--- src/rtl/vid_frame_reg_pkg.sv ---
// Shared types and helpers for the video frame regulator: FSM states,
// status counter width and a saturating increment.
package vid_frame_reg_pkg;

    localparam int ERR_CNT_W = 16;

    typedef enum logic [2:0] {
        WAIT_SOF,
        PASS,
        PAD_LINE,
        DROP_LINE,
        PAD_FRAME
    } reg_state_t;

    function automatic logic [ERR_CNT_W-1:0] sat_inc(input logic [ERR_CNT_W-1:0] v);
        return (&v) ? v : v + ERR_CNT_W'(1);
    endfunction

endpackage

--- src/rtl/vid_axis_out_slice.sv ---
// Single-entry AXI4-Stream output register. A new beat loads only when the
// slot is empty or the current beat is being taken, so a stalled beat holds.
module vid_axis_out_slice #(
    parameter int DATA_WIDTH = 24
) (
    input  logic                  ACLK,
    input  logic                  ARESET,
    input  logic                  in_valid,
    input  logic [DATA_WIDTH-1:0] in_data,
    input  logic                  in_user,
    input  logic                  in_last,
    input  logic                  in_eof,
    output logic                  m_valid,
    output logic [DATA_WIDTH-1:0] m_data,
    output logic                  m_user,
    output logic                  m_last,
    output logic                  m_eof,
    input  logic                  m_ready
);

    logic load_ok;
    assign load_ok = !m_valid || m_ready;

    // NOTE: the payload is reset along with valid because the reset value of
    // m_axis_tdata is architecturally visible, not just a don't-care.
    always_ff @(posedge ACLK) begin
        if (ARESET) begin
            m_valid <= 1'b0;
            m_data  <= '0;
            m_user  <= 1'b0;
            m_last  <= 1'b0;
            m_eof   <= 1'b0;
        end else if (load_ok) begin
            // NOTE: non-blocking assignments keep every flop sampling the
            // pre-edge values, independent of statement order.
            m_valid <= in_valid;
            if (in_valid) begin
                m_data <= in_data;
                m_user <= in_user;
                m_last <= in_last;
                m_eof  <= in_eof;
            end
        end
    end

endmodule

--- src/rtl/vid_frame_regulator.sv ---
// Forces the incoming video stream into cfg_width x cfg_height frames: pads
// short lines, truncates long lines, drops inter-frame junk and completes
// frames cut short by an early SOF. Define VID_FRAME_REGULATOR_ERR_CNT_EN to
// build the err_short/err_long/err_sof counters; otherwise they read 0.
module vid_frame_regulator
    import vid_frame_reg_pkg::*;
#(
    parameter int                    DATA_WIDTH = 24,
    parameter int                    CNT_W      = 12,
    parameter logic [DATA_WIDTH-1:0] PAD_VALUE  = '0
) (
    input  logic                  ACLK,
    input  logic                  ARESET,
    input  logic [CNT_W-1:0]      cfg_width,
    input  logic [CNT_W-1:0]      cfg_height,
    input  logic [DATA_WIDTH-1:0] s_axis_tdata,
    input  logic                  s_axis_tvalid,
    output logic                  s_axis_tready,
    input  logic                  s_axis_tuser,
    input  logic                  s_axis_tlast,
    output logic [DATA_WIDTH-1:0] m_axis_tdata,
    output logic                  m_axis_tvalid,
    input  logic                  m_axis_tready,
    output logic                  m_axis_tuser,
    output logic                  m_axis_tlast,
    output logic                  frame_done,
    output logic [ERR_CNT_W-1:0]  err_short,
    output logic [ERR_CNT_W-1:0]  err_long,
    output logic [ERR_CNT_W-1:0]  err_sof
);

    reg_state_t       state, state_nxt;
    logic [CNT_W-1:0] x, y, w_q, h_q;
    logic [CNT_W-1:0] cfg_w_eff, cfg_h_eff, cur_w, cur_h;
    logic             gap_flagged;

    logic load_ok, accepts, sof_hold, s_fire;
    logic take_pixel, emit_pad, push, junk;
    logic col_end, row_end, at_origin;
    logic inc_short, inc_long, inc_sof;
    logic m_eof;

    // A zero geometry would never terminate a line or frame, so it becomes 1.
    assign cfg_w_eff = (cfg_width  == '0) ? CNT_W'(1) : cfg_width;
    assign cfg_h_eff = (cfg_height == '0) ? CNT_W'(1) : cfg_height;
    assign cur_w     = (state == WAIT_SOF) ? cfg_w_eff : w_q;
    assign cur_h     = (state == WAIT_SOF) ? cfg_h_eff : h_q;

    assign col_end   = (x == cur_w - CNT_W'(1));
    assign row_end   = (y == cur_h - CNT_W'(1));
    assign at_origin = (x == '0) && (y == '0);

    assign load_ok = !m_axis_tvalid || m_axis_tready;

    // ---------------- state register ----------------
    always_ff @(posedge ACLK) begin
        if (ARESET) state <= WAIT_SOF;
        else        state <= state_nxt;
    end

    // ---------------- next-state logic ----------------
    always_comb begin
        state_nxt = state;
        unique case (state)
            WAIT_SOF, PASS: begin
                if (sof_hold) begin
                    state_nxt = PAD_FRAME;
                end else if (take_pixel) begin
                    if (col_end)
                        state_nxt = !s_axis_tlast ? DROP_LINE : (row_end ? WAIT_SOF : PASS);
                    else
                        state_nxt = s_axis_tlast ? PAD_LINE : PASS;
                end
            end
            PAD_LINE: begin
                if (emit_pad && col_end) state_nxt = row_end ? WAIT_SOF : PASS;
            end
            // y wraps to 0 when the truncated line was the frame's last one.
            DROP_LINE: begin
                if (sof_hold)
                    state_nxt = (y == '0) ? WAIT_SOF : PAD_FRAME;
                else if (s_fire && s_axis_tlast)
                    state_nxt = (y == '0) ? WAIT_SOF : PASS;
            end
            PAD_FRAME: begin
                if (emit_pad && col_end && row_end) state_nxt = WAIT_SOF;
            end
            default: state_nxt = WAIT_SOF;
        endcase
    end

    // ---------------- output logic ----------------
    always_comb begin
        // NOTE: defaults first so no path through the case infers a latch.
        accepts  = 1'b0;
        sof_hold = 1'b0;
        unique case (state)
            WAIT_SOF: accepts = 1'b1;
            PASS: begin
                sof_hold = s_axis_tvalid && s_axis_tuser && !at_origin;
                accepts  = !sof_hold;
            end
            DROP_LINE: begin
                sof_hold = s_axis_tvalid && s_axis_tuser;
                accepts  = !sof_hold;
            end
            default: accepts = 1'b0;
        endcase
    end

    assign s_axis_tready = load_ok && accepts && !ARESET;
    assign s_fire        = s_axis_tvalid && s_axis_tready;
    assign take_pixel    = s_fire && ((state == WAIT_SOF && s_axis_tuser) || state == PASS);
    assign emit_pad      = load_ok && !ARESET && (state == PAD_LINE || state == PAD_FRAME);
    assign push          = take_pixel || emit_pad;
    assign junk          = s_fire && (state == WAIT_SOF) && !s_axis_tuser;

    // Long-line check wins over short-line check on the W-1 beat.
    assign inc_short = take_pixel && !col_end && s_axis_tlast;
    assign inc_long  = take_pixel &&  col_end && !s_axis_tlast;
    // An SOF that ends an overlong final line is a legitimate next frame.
    assign inc_sof   = (junk && !gap_flagged) ||
                       (sof_hold && !(state == DROP_LINE && y == '0));

    // ---------------- position and geometry ----------------
    always_ff @(posedge ACLK) begin
        if (ARESET) begin
            x           <= '0;
            y           <= '0;
            w_q         <= CNT_W'(1);
            h_q         <= CNT_W'(1);
            gap_flagged <= 1'b0;
        end else begin
            if (take_pixel && state == WAIT_SOF) begin
                w_q <= cfg_w_eff;
                h_q <= cfg_h_eff;
            end
            if (push) begin
                if (col_end) begin
                    x <= '0;
                    y <= row_end ? '0 : y + CNT_W'(1);
                end else begin
                    x <= x + CNT_W'(1);
                end
            end
            if (take_pixel && state == WAIT_SOF) gap_flagged <= 1'b0;
            else if (junk)                       gap_flagged <= 1'b1;
        end
    end

    vid_axis_out_slice #(
        .DATA_WIDTH (DATA_WIDTH)
    ) u_out_slice (
        .ACLK     (ACLK),
        .ARESET   (ARESET),
        .in_valid (push),
        .in_data  (take_pixel ? s_axis_tdata : PAD_VALUE),
        .in_user  (take_pixel && state == WAIT_SOF),
        .in_last  (col_end),
        .in_eof   (col_end && row_end),
        .m_valid  (m_axis_tvalid),
        .m_data   (m_axis_tdata),
        .m_user   (m_axis_tuser),
        .m_last   (m_axis_tlast),
        .m_eof    (m_eof),
        .m_ready  (m_axis_tready)
    );

    assign frame_done = m_axis_tvalid && m_axis_tready && m_eof && !ARESET;

    // ---------------- status counters ----------------
`ifdef VID_FRAME_REGULATOR_ERR_CNT_EN
    logic [ERR_CNT_W-1:0] cnt_short, cnt_long, cnt_sof;

    always_ff @(posedge ACLK) begin
        if (ARESET) begin
            cnt_short <= '0;
            cnt_long  <= '0;
            cnt_sof   <= '0;
        end else begin
            if (inc_short) cnt_short <= sat_inc(cnt_short);
            if (inc_long)  cnt_long  <= sat_inc(cnt_long);
            if (inc_sof)   cnt_sof   <= sat_inc(cnt_sof);
        end
    end

    assign err_short = cnt_short;
    assign err_long  = cnt_long;
    assign err_sof   = cnt_sof;
`else
    logic unused_err_strobes;
    assign unused_err_strobes = ^{inc_short, inc_long, inc_sof};

    assign err_short = '0;
    assign err_long  = '0;
    assign err_sof   = '0;
`endif

endmodule

--- config.mk ---
export PLATFORM = sky130hd
export DESIGN_NAME = vid_frame_regulator
export DESIGN_NICKNAME = d
export VERILOG_FILES = /design/src/rtl/vid_frame_reg_pkg.sv /design/src/rtl/vid_axis_out_slice.sv /design/src/rtl/vid_frame_regulator.sv
export SDC_FILE = /design/constraint.sdc
export NUM_CORES = 1
export LEC_CHECK = 0
export BUFFER_PORTS_ARGS = -buffer_cell sky130_fd_sc_hd__buf_2
export CORE_UTILIZATION = 40
export CTS_CLUSTER_DIAMETER = 30
export DETAILED_ROUTE_END_ITERATION = 8
export GPL_TIMING_DRIVEN = 0
export SLEW_MARGIN = 20
export SYNTH_ARGS = -nofsm -noshare
export SYNTH_HDL_FRONTEND = slang
export SYNTH_SLANG_ARGS = --single-unit
export TNS_END_PERCENT = 100
--- constraint.sdc ---
create_clock -name ACLK -period 8.34 [get_ports ACLK]
set_clock_uncertainty 0.2 [all_clocks]
set_input_delay 1.668 -clock ACLK [delete_from_list [all_inputs] [get_ports ACLK]]
set_output_delay 1.668 -clock ACLK [all_outputs]
set_load 0.005 [all_outputs]
==> results by group, run 1 <==
Outcome
  – Outcome: finished, final reports clean

Clocking
  – H-tree Lvls: 3
  – Later-pin clock latency in the skew report: ~0.34 ns
  – CTS Hold Buffers Added: 0
  – # Post-CTS Setup Buffers: 0
  – Total CTS buffers: 9
  – Clock sink count: around 80
  – Clk root buf: clkbuf_16
  – Post-CTS Resized: 0
  – Clock tree from TritonCTS: built
  – Clock transition at path regs: about 0.07 ns
  – Max clock buf depth: 2

Final layout
  – Fillers: 1170
  – Fin util: 0.509
  – Area of the multi-input gates: 3100 µm²
  – N_diodes: 0
  – Proportion of layout cells with a drive suffix above 1: 0.240
  – Area Overhead vs Synth: 22.4%
  – Register area: 1580 µm²
  – Nets: 805
  – Final instance area: 6190 µm²

Global routing
  – Global-route wire length before repair: roughly 22 mm
  – Initial antenna violation count: 0
  – Pin count of the biggest net entering global routing: 16
  – GRT overflow: 0
  – Vias in the first global route: about 4300
  – Gr usage total: 0.212

Power
  – P_leak: 2.72 nW
  – Sw Ratio: 0.389
  – Sequential share of power: 0.264
  – PwrDens: around 270 nW/µm²
  – Internal power: 0.00101 W
  – Power share of the clock group: 0.265
  – VDD IR max: 0.124 mV
  – Comb power frac: 0.471
  – Switching power total: 0.000642 W

Floorplanning
  – Starting Density: 0.416
  – Die Width: 114 µm
  – Vert. Die Dim: 114 µm
  – IO Count: 131
  – Die area: 13100 µm²
  – Site Rows: 40
  – Core Footprint: between 10000 and 15000 µm²

Timing
  – F_max: 204 MHz
  – Final setup vio count: 0
  – Hold slack: 0.246 ns
  – Fin crit share: 0.588
  – Slew of the pin with the lowest slew margin: 0.628 ns
  – Slew Viols, Final: 0
  – RSZ-0062 raised after global routing: no
  – Setup TNS: 0 ns
  – Tmin final: 4.91 ns
  – Final Hold Fails: 0
  – Relative slew slack: 0.577

Detailed routing
  – DRT Wirelength: 13.3 mm
  – Routed length per instance: 14.5 µm
  – Via-per-instance ratio: 5.12
  – DRT Pass-1 Iters: 5
  – Post-route ant nets: 0
  – DR iter-0 viols: 359
  – Vias: between 4000 and 5000
  – # DRC: 0

Placed design
  – Final Wtd Congestion: 0.897
  – DP Area: 5850 µm²
  – Final HPWL DP: 10.2 mm
  – Port bufs: 82

Critical path
  – Reg2reg setup slack: approximately 3.9 ns
  – Critical R2R Capture: x[4]
  – Worst reg2reg path depth: 16
  – Data arrival, critical path: roughly 4.9 ns
  – Crit-path max FO: 10
  – Critical path class: input port to register
  – Worst setup SP type: input port
  – Required time worst endpoint: roughly 8.4 ns
  – Nature of the critical path endpoint: register
  – Reg2Reg Launch Point: state[0]

Min path
  – Hold WC Path Type: register to register
  – HP Start: u_out_slice.m_user
  – Worst hold endpoint: u_out_slice.m_user
  – Worst hold path cell count: 2

Yosys
  – Largest area contributor in the netlist: dfxtp_1
  – Cell Area, Synth: 5060 µm²
  – Post-synth EDFFs: 0
  – Primary FF master, synth: dfxtp_1
  – Ranking of synthesized cells by area: dfxtp_1 31%, buf_4 7.4%, xnor2_1 6.1%
  – Synth top area share: 0.313
  – Synth cell types: between 60 and 70
  – Register area share after synthesis: 0.313
  – Total number of yosys warnings: 0
  – Yosys reg bits: 79
  – Cells after Synth: between 600 and 700
  – Ys async rst share: 0
  – Syn_area_per_cell: around 8.4 µm²

Job
  – Maxcap violations: 0
-- worst max path at each step --
stage | startpoint | endpoint | slack (ns) | depth (start not counted)
final | cfg_width[11] | x[4] | 3.43 | 16
after global routing | cfg_width[11] | x[4] | 3.06 | 16
after CTS | cfg_width[11] | x[4] | 3.47 | 16
after detailed placement | cfg_width[11] | x[4] | 3.12 | 16
after global placement | cfg_height[3] | state[1] | 3.16 | 14
after floorplan | cfg_width[11] | y[4] | 3.88 | 15
-- power by group through the flow --
| stage | registers [W] | logic, W | clock network, W |
|---|---|---|---|
| floorplan | 0.000440 | 0.000594 | 0 |
| global placement | 0.000443 | 0.000757 | 0 |
| detailed placement | 0.000443 | 0.000769 | 0 |
| CTS | 0.000436 | 0.000772 | 0.000445 |
| global route | 0.000440 | 0.000849 | 0.000464 |
| finish | 0.000436 | 0.000779 | 0.000438 |
-- cell type report --
| class | count | area share |
|---|---|---|
| well taps | 168 | 0.0340 |
| clock inverters | 7 | 0.0166 |
| repair buffers | 83 | 0.0675 |
| multi-input cells | 482 | 0.501 |
| flip-flops and latches | 79 | 0.256 |
| plain buffers | 79 | 0.0823 |
| clock buffers | 9 | 0.0364 |
| inverters | 11 | 0.00667 |
-- worst max-delay path, stage by stage --
cell	delay [ns]
buf_2	0.12
nor3_1	0.34
nand4_1	0.18
nand2_1	0.17
inv_1	0.06
ha_1	0.27
nor3b_1	0.18
nor4b_2	0.17
a21oi_1	0.22
o21ai_0	0.20
nor4b_4	0.33
nand4_4	0.24
nor2_2	0.29
or2_1	0.19
buf_2	0.23
nor2_1	0.08
-- synthesized netlist by cell type, types with 6 or more instances --
| cell type | instances |
|---|---|
| dfxtp_1 | 79 |
| nand2_1 | 58 |
| nor2_1 | 57 |
| buf_4 | 50 |
| a21oi_1 | 38 |
| xnor2_1 | 35 |
| mux2i_1 | 27 |
| nor3_1 | 20 |
| xor2_1 | 20 |
| clkbuf_1 | 18 |
| nand3_1 | 14 |
| a22oi_1 | 13 |
| nand4_1 | 12 |
| a22o_1 | 11 |
| inv_1 | 11 |
| nor4_1 | 11 |
| o21ai_0 | 10 |
| and3_1 | 8 |
| buf_2 | 8 |
| ha_1 | 6 |
| nor2b_1 | 6 |
-- state kept, by name (all words and copies together) (netlist names) --
| name | cells |
|---|---|
| u_out_slice.m_valid | 1 |
| x | 12 |
| h_q | 12 |
| y | 12 |
| u_out_slice.m_last | 1 |
| u_out_slice.m_user | 1 |
| w_q | 12 |
| u_out_slice.m_eof | 1 |
| u_out_slice.m_data | 24 |
| state | 3 |
-- cell usage in the layout, fill, tap and decap left out, types with 18 or more instances in the layout --
cell type	Yosys	layout
xor2_1	20	20
dfxtp_1	79	79
buf_2	8	90
a21oi_1	38	38
mux2i_1	27	27
nand2_1	58	58
nor2_1	57	57
xnor2_1	35	35
clkbuf_1	18	18
buf_4	50	50
conb_1	1	48
nor3_1	20	20
-- cell families (layout without fill, tap and decap cells) --
| logic type | Yosys count | in the layout | share of synthesized area |
|---|---|---|---|
| fa+ha+maj | 6 | 6 | 0.0148 |
| flops | 79 | 79 | 0.313 |
| compound gates | 109 | 109 | 0.152 |
| buf+inv | 90 | 189 | 0.109 |
| mux | 30 | 30 | 0.0601 |
| xor+xnor | 55 | 55 | 0.0953 |
| other cells | 1 | 48 | 0.000742 |
| simple gates | 234 | 234 | 0.255 |
-- through the flow --
stage	instances	setup slack (ns)	total power, W
after floorplan	651	3.88	0.00103
after global placement	901	3.16	0.00120
after detailed placement	901	3.12	0.00121
after CTS	917	3.47	0.00165
after global routing	918	3.06	0.00175
final	918	3.43	0.00165
-- per-layer routing --
| layer | up-vias | wire, µm | part of all wire | global-route usage |
|---|---|---|---|---|
| met2 | 187 | 5850 | 0.44 | 0.335 |
| li1 | 2331 | - | - | - |
| met1 | 2174 | 6360 | 0.48 | 0.292 |
| met3 | 9 | 1030 | 0.077 | 0.0529 |
| met4 | 0 | 74 | 0.0056 | 0.0424 |
| met5 | - | 0 | 0 | 0 |
Note: power is estimated with default switching activity, not from simulation.
==> run 2, diff against run 1 <==
ABC_AREA = 1   (was default)
clock period = 5.15 ns   (was 8.34 ns; I/O delays follow)
==> run 2 against run 1 <==
Net effect:
- count of clock-buffer cells in the layout did not move
- final area rose by 6.4%
- utilization fell by 1.5 points
- critical path type is now input port to output port
- largest cell class unchanged
- worst hold slack improved by 0.014 ns
- highest routed layer unchanged
- sequential power rose by 70%
- global-route usage rose by 0.65 points
==> results by group, run 2 <==
Yosys
  – Yosys reg bits: 79
  – Cells after Synth: ~850
  – Synth cell types: 48
  – Ranking of synthesized cells by area: dfxtp_1 29%, nand2_1 15%, inv_1 7.2%
  – Synth top area share: 0.288
  – Top cells by count, synth: 214 x nand2_1, 105 x inv_1, 79 x dfxtp_1, 77 x nor2_1, 61 x nand3_1
  – Cell Area, Synth: 5500 µm²
  – Primary FF master, synth: dfxtp_1
  – Largest area contributor in the netlist: dfxtp_1
  – Register area share after synthesis: 0.288
  – Post-synth EDFFs: 0
  – Total number of yosys warnings: 0
  – Top-count cell post-synth: nand2_1
  – Ys async rst share: 0
  – Syn_area_per_cell: between 6 and 7 µm²

Detailed routing
  – DR iter-0 viols: 446
  – # DRC: 0
  – Post-route ant nets: 0
  – Via-per-instance ratio: around 4.7
  – DRT Wirelength: 14.5 mm
  – DRT Pass-1 Iters: 5
  – Vias: 5441
  – Routed length per instance: ~12 µm

Critical path
  – Nature of the critical path endpoint: output port
  – Reg2Reg Launch Point: state[2]
  – Critical path class: input port to output port
  – Crit-path max FO: 10
  – Critical R2R Capture: y[8]
  – Worst reg2reg path depth: 18
  – Required time worst endpoint: 3.92 ns
  – Data arrival, critical path: 2.65 ns
  – Reg2reg setup slack: 1.62 ns
  – Worst setup SP type: input port

Power
  – PwrDens: just under 500 nW/µm²
  – P_leak: 3.21 nW
  – VDD IR max: 0.188 mV

Clocking
  – Clock tree from TritonCTS: built
  – Clk root buf: clkbuf_16
  – Later-pin clock latency in the skew report: between 0.3 and 0.4 ns
  – # Post-CTS Setup Buffers: 0
  – Max clock buf depth: 2
  – Clock sink count: 79
  – Total CTS buffers: 9
  – Post-CTS Resized: 0
  – H-tree Lvls: 3
  – CTS Hold Buffers Added: 0
  – Clock transition at path regs: 0.05 ns

Min path
  – HP Start: u_out_slice.m_data[2]
  – Worst hold endpoint: u_out_slice.m_data[2]
  – Hold WC Path Type: register to register
  – Worst hold path cell count: 2

Final layout
  – Max reg flops: 24
  – Most common cell after layout, fill and taps aside: nand2_1
  – Largest register by flop count: u_out_slice.m_data
  – Nets: 1048
  – Commonest non-fill, non-tap cells in the layout: 214 x nand2_1, 105 x inv_1, 87 x buf_2
  – N_diodes: 0
  – Area Overhead vs Synth: 19.8%
  – Final instance area: between 6000 and 7000 µm²
  – Proportion of layout cells with a drive suffix above 1: 0.212

Global routing
  – Pin count of the biggest net entering global routing: 14
  – Vias in the first global route: between 4000 and 5000
  – GRT overflow: 0
  – Global-route wire length before repair: 24.7 mm
  – Initial antenna violation count: 0
  – Gr usage total: 0.219

Floorplanning
  – Die Width: between 100 and 150 µm
  – Starting Density: 0.412
  – Site Rows: 42
  – Core Footprint: ~13000 µm²
  – Die area: 14200 µm²
  – IO Count: 131
  – Vert. Die Dim: 119 µm

Placed design
  – Final HPWL DP: 11.4 mm
  – Port bufs: 82
  – DP Area: ~6300 µm²
  – Final Wtd Congestion: 0.898

Timing
  – Tmin final: 3.88 ns
  – Hold slack: 0.260 ns
  – Final Hold Fails: 0
  – Relative slew slack: 0.587
  – Final setup vio count: 0
  – Slew Viols, Final: 0
  – Slew of the pin with the lowest slew margin: 0.614 ns
  – Setup TNS: 0 ns
  – RSZ-0062 raised after global routing: no
  – F_max: around 260 MHz
  – Fin crit share: 0.753

Job
  – Maxcap violations: 0

Outcome
  – Outcome: finished, final reports clean
run 2: cell types whose count changed after synthesis, sizes merged, moves of 12 or more:
cell | before | now
a21oi | 38 | 53
a22o | 12 | 0
a22oi | 13 | 0
inv | 11 | 114
mux2i | 27 | 1
nand2 | 58 | 232
nand3 | 14 | 65
nor2 | 59 | 86
o21ai | 10 | 40
xnor2 | 35 | 3
run 2: area by class of cell:
type	count	area (µm²)
buffer	72	487
clock buffer	9	225
clock inverter	5	58.8
fill	1422	6760
inverter	115	432
multi-input combinational	629	3170
sequential	79	1580
tap	176	220
timing repair buffer	82	410
run 2: worst max-delay path by stage:
| stage | startpoint | to | slack (ns) |
|---|---|---|---|
| after floorplan | cfg_height[11] | state[0] | 1.74 |
| after global placement | ARESET | frame_done | 1.20 |
| after detailed placement | ARESET | frame_done | 1.21 |
| after CTS | ARESET | frame_done | 1.21 |
| after global routing | ARESET | frame_done | 1.11 |
| final | ARESET | frame_done | 1.27 |
run 2: report_power, final:
| group | total [W] | internal [W] | leakage [nW] | switching, W |
|---|---|---|---|---|
| combinational | 0.00187 | 0.000643 | 2.44 | 0.00123 |
| sequential | 0.000741 | 0.000690 | 0.640 | 0.0000512 |
| clock | 0.000633 | 0.000371 | 0.134 | 0.000263 |
| total | 0.00325 | 0.00170 | 3.21 | 0.00154 |
run 2: metal layers:
metal | part of all wire | vias to the layer above | global-route usage
li1 | - | 2881 | -
met1 | 0.49 | 2373 | 0.305
met2 | 0.42 | 173 | 0.333
met3 | 0.079 | 14 | 0.0603
met4 | 0.012 | 0 | 0.0475
met5 | 0 | - | 0
run 2: kinds of logic (layout without fill, tap and decap cells):
| logic type | count (synthesis) | in the layout | synth area share |
|---|---|---|---|
| adders and majority gates | 6 | 6 | 0.0137 |
| and+or+nand+nor | 432 | 432 | 0.357 |
| other | 1 | 48 | 0.000682 |
| AOI/OAI and AO/OA | 115 | 115 | 0.126 |
| xor gates and xnor gates | 27 | 27 | 0.0458 |
| buffers and inverters | 187 | 283 | 0.167 |
| DFF | 79 | 79 | 0.288 |
| muxes | 1 | 1 | 0.00182 |
run 2: critical path, cell delays in order:
cell and delay [ns]:
buf_2 0.11, clkbuf_1 0.27, inv_1 0.32, clkbuf_1 0.44
nand2_1 0.18, nor2_1 0.15, buf_2 0.14
run 2: metrics by stage:
step	instances	power (W)	setup WS, ns	utilization
2_1_floorplan	895	0.00220	1.74	-
3_3_place_gp	1153	0.00261	1.20	0.472
3_5_place_dp	1153	0.00261	1.21	0.472
4_1_cts	1167	0.00326	1.21	0.494
5_1_grt	1167	0.00356	1.11	0.494
6_report	1167	0.00325	1.27	0.494
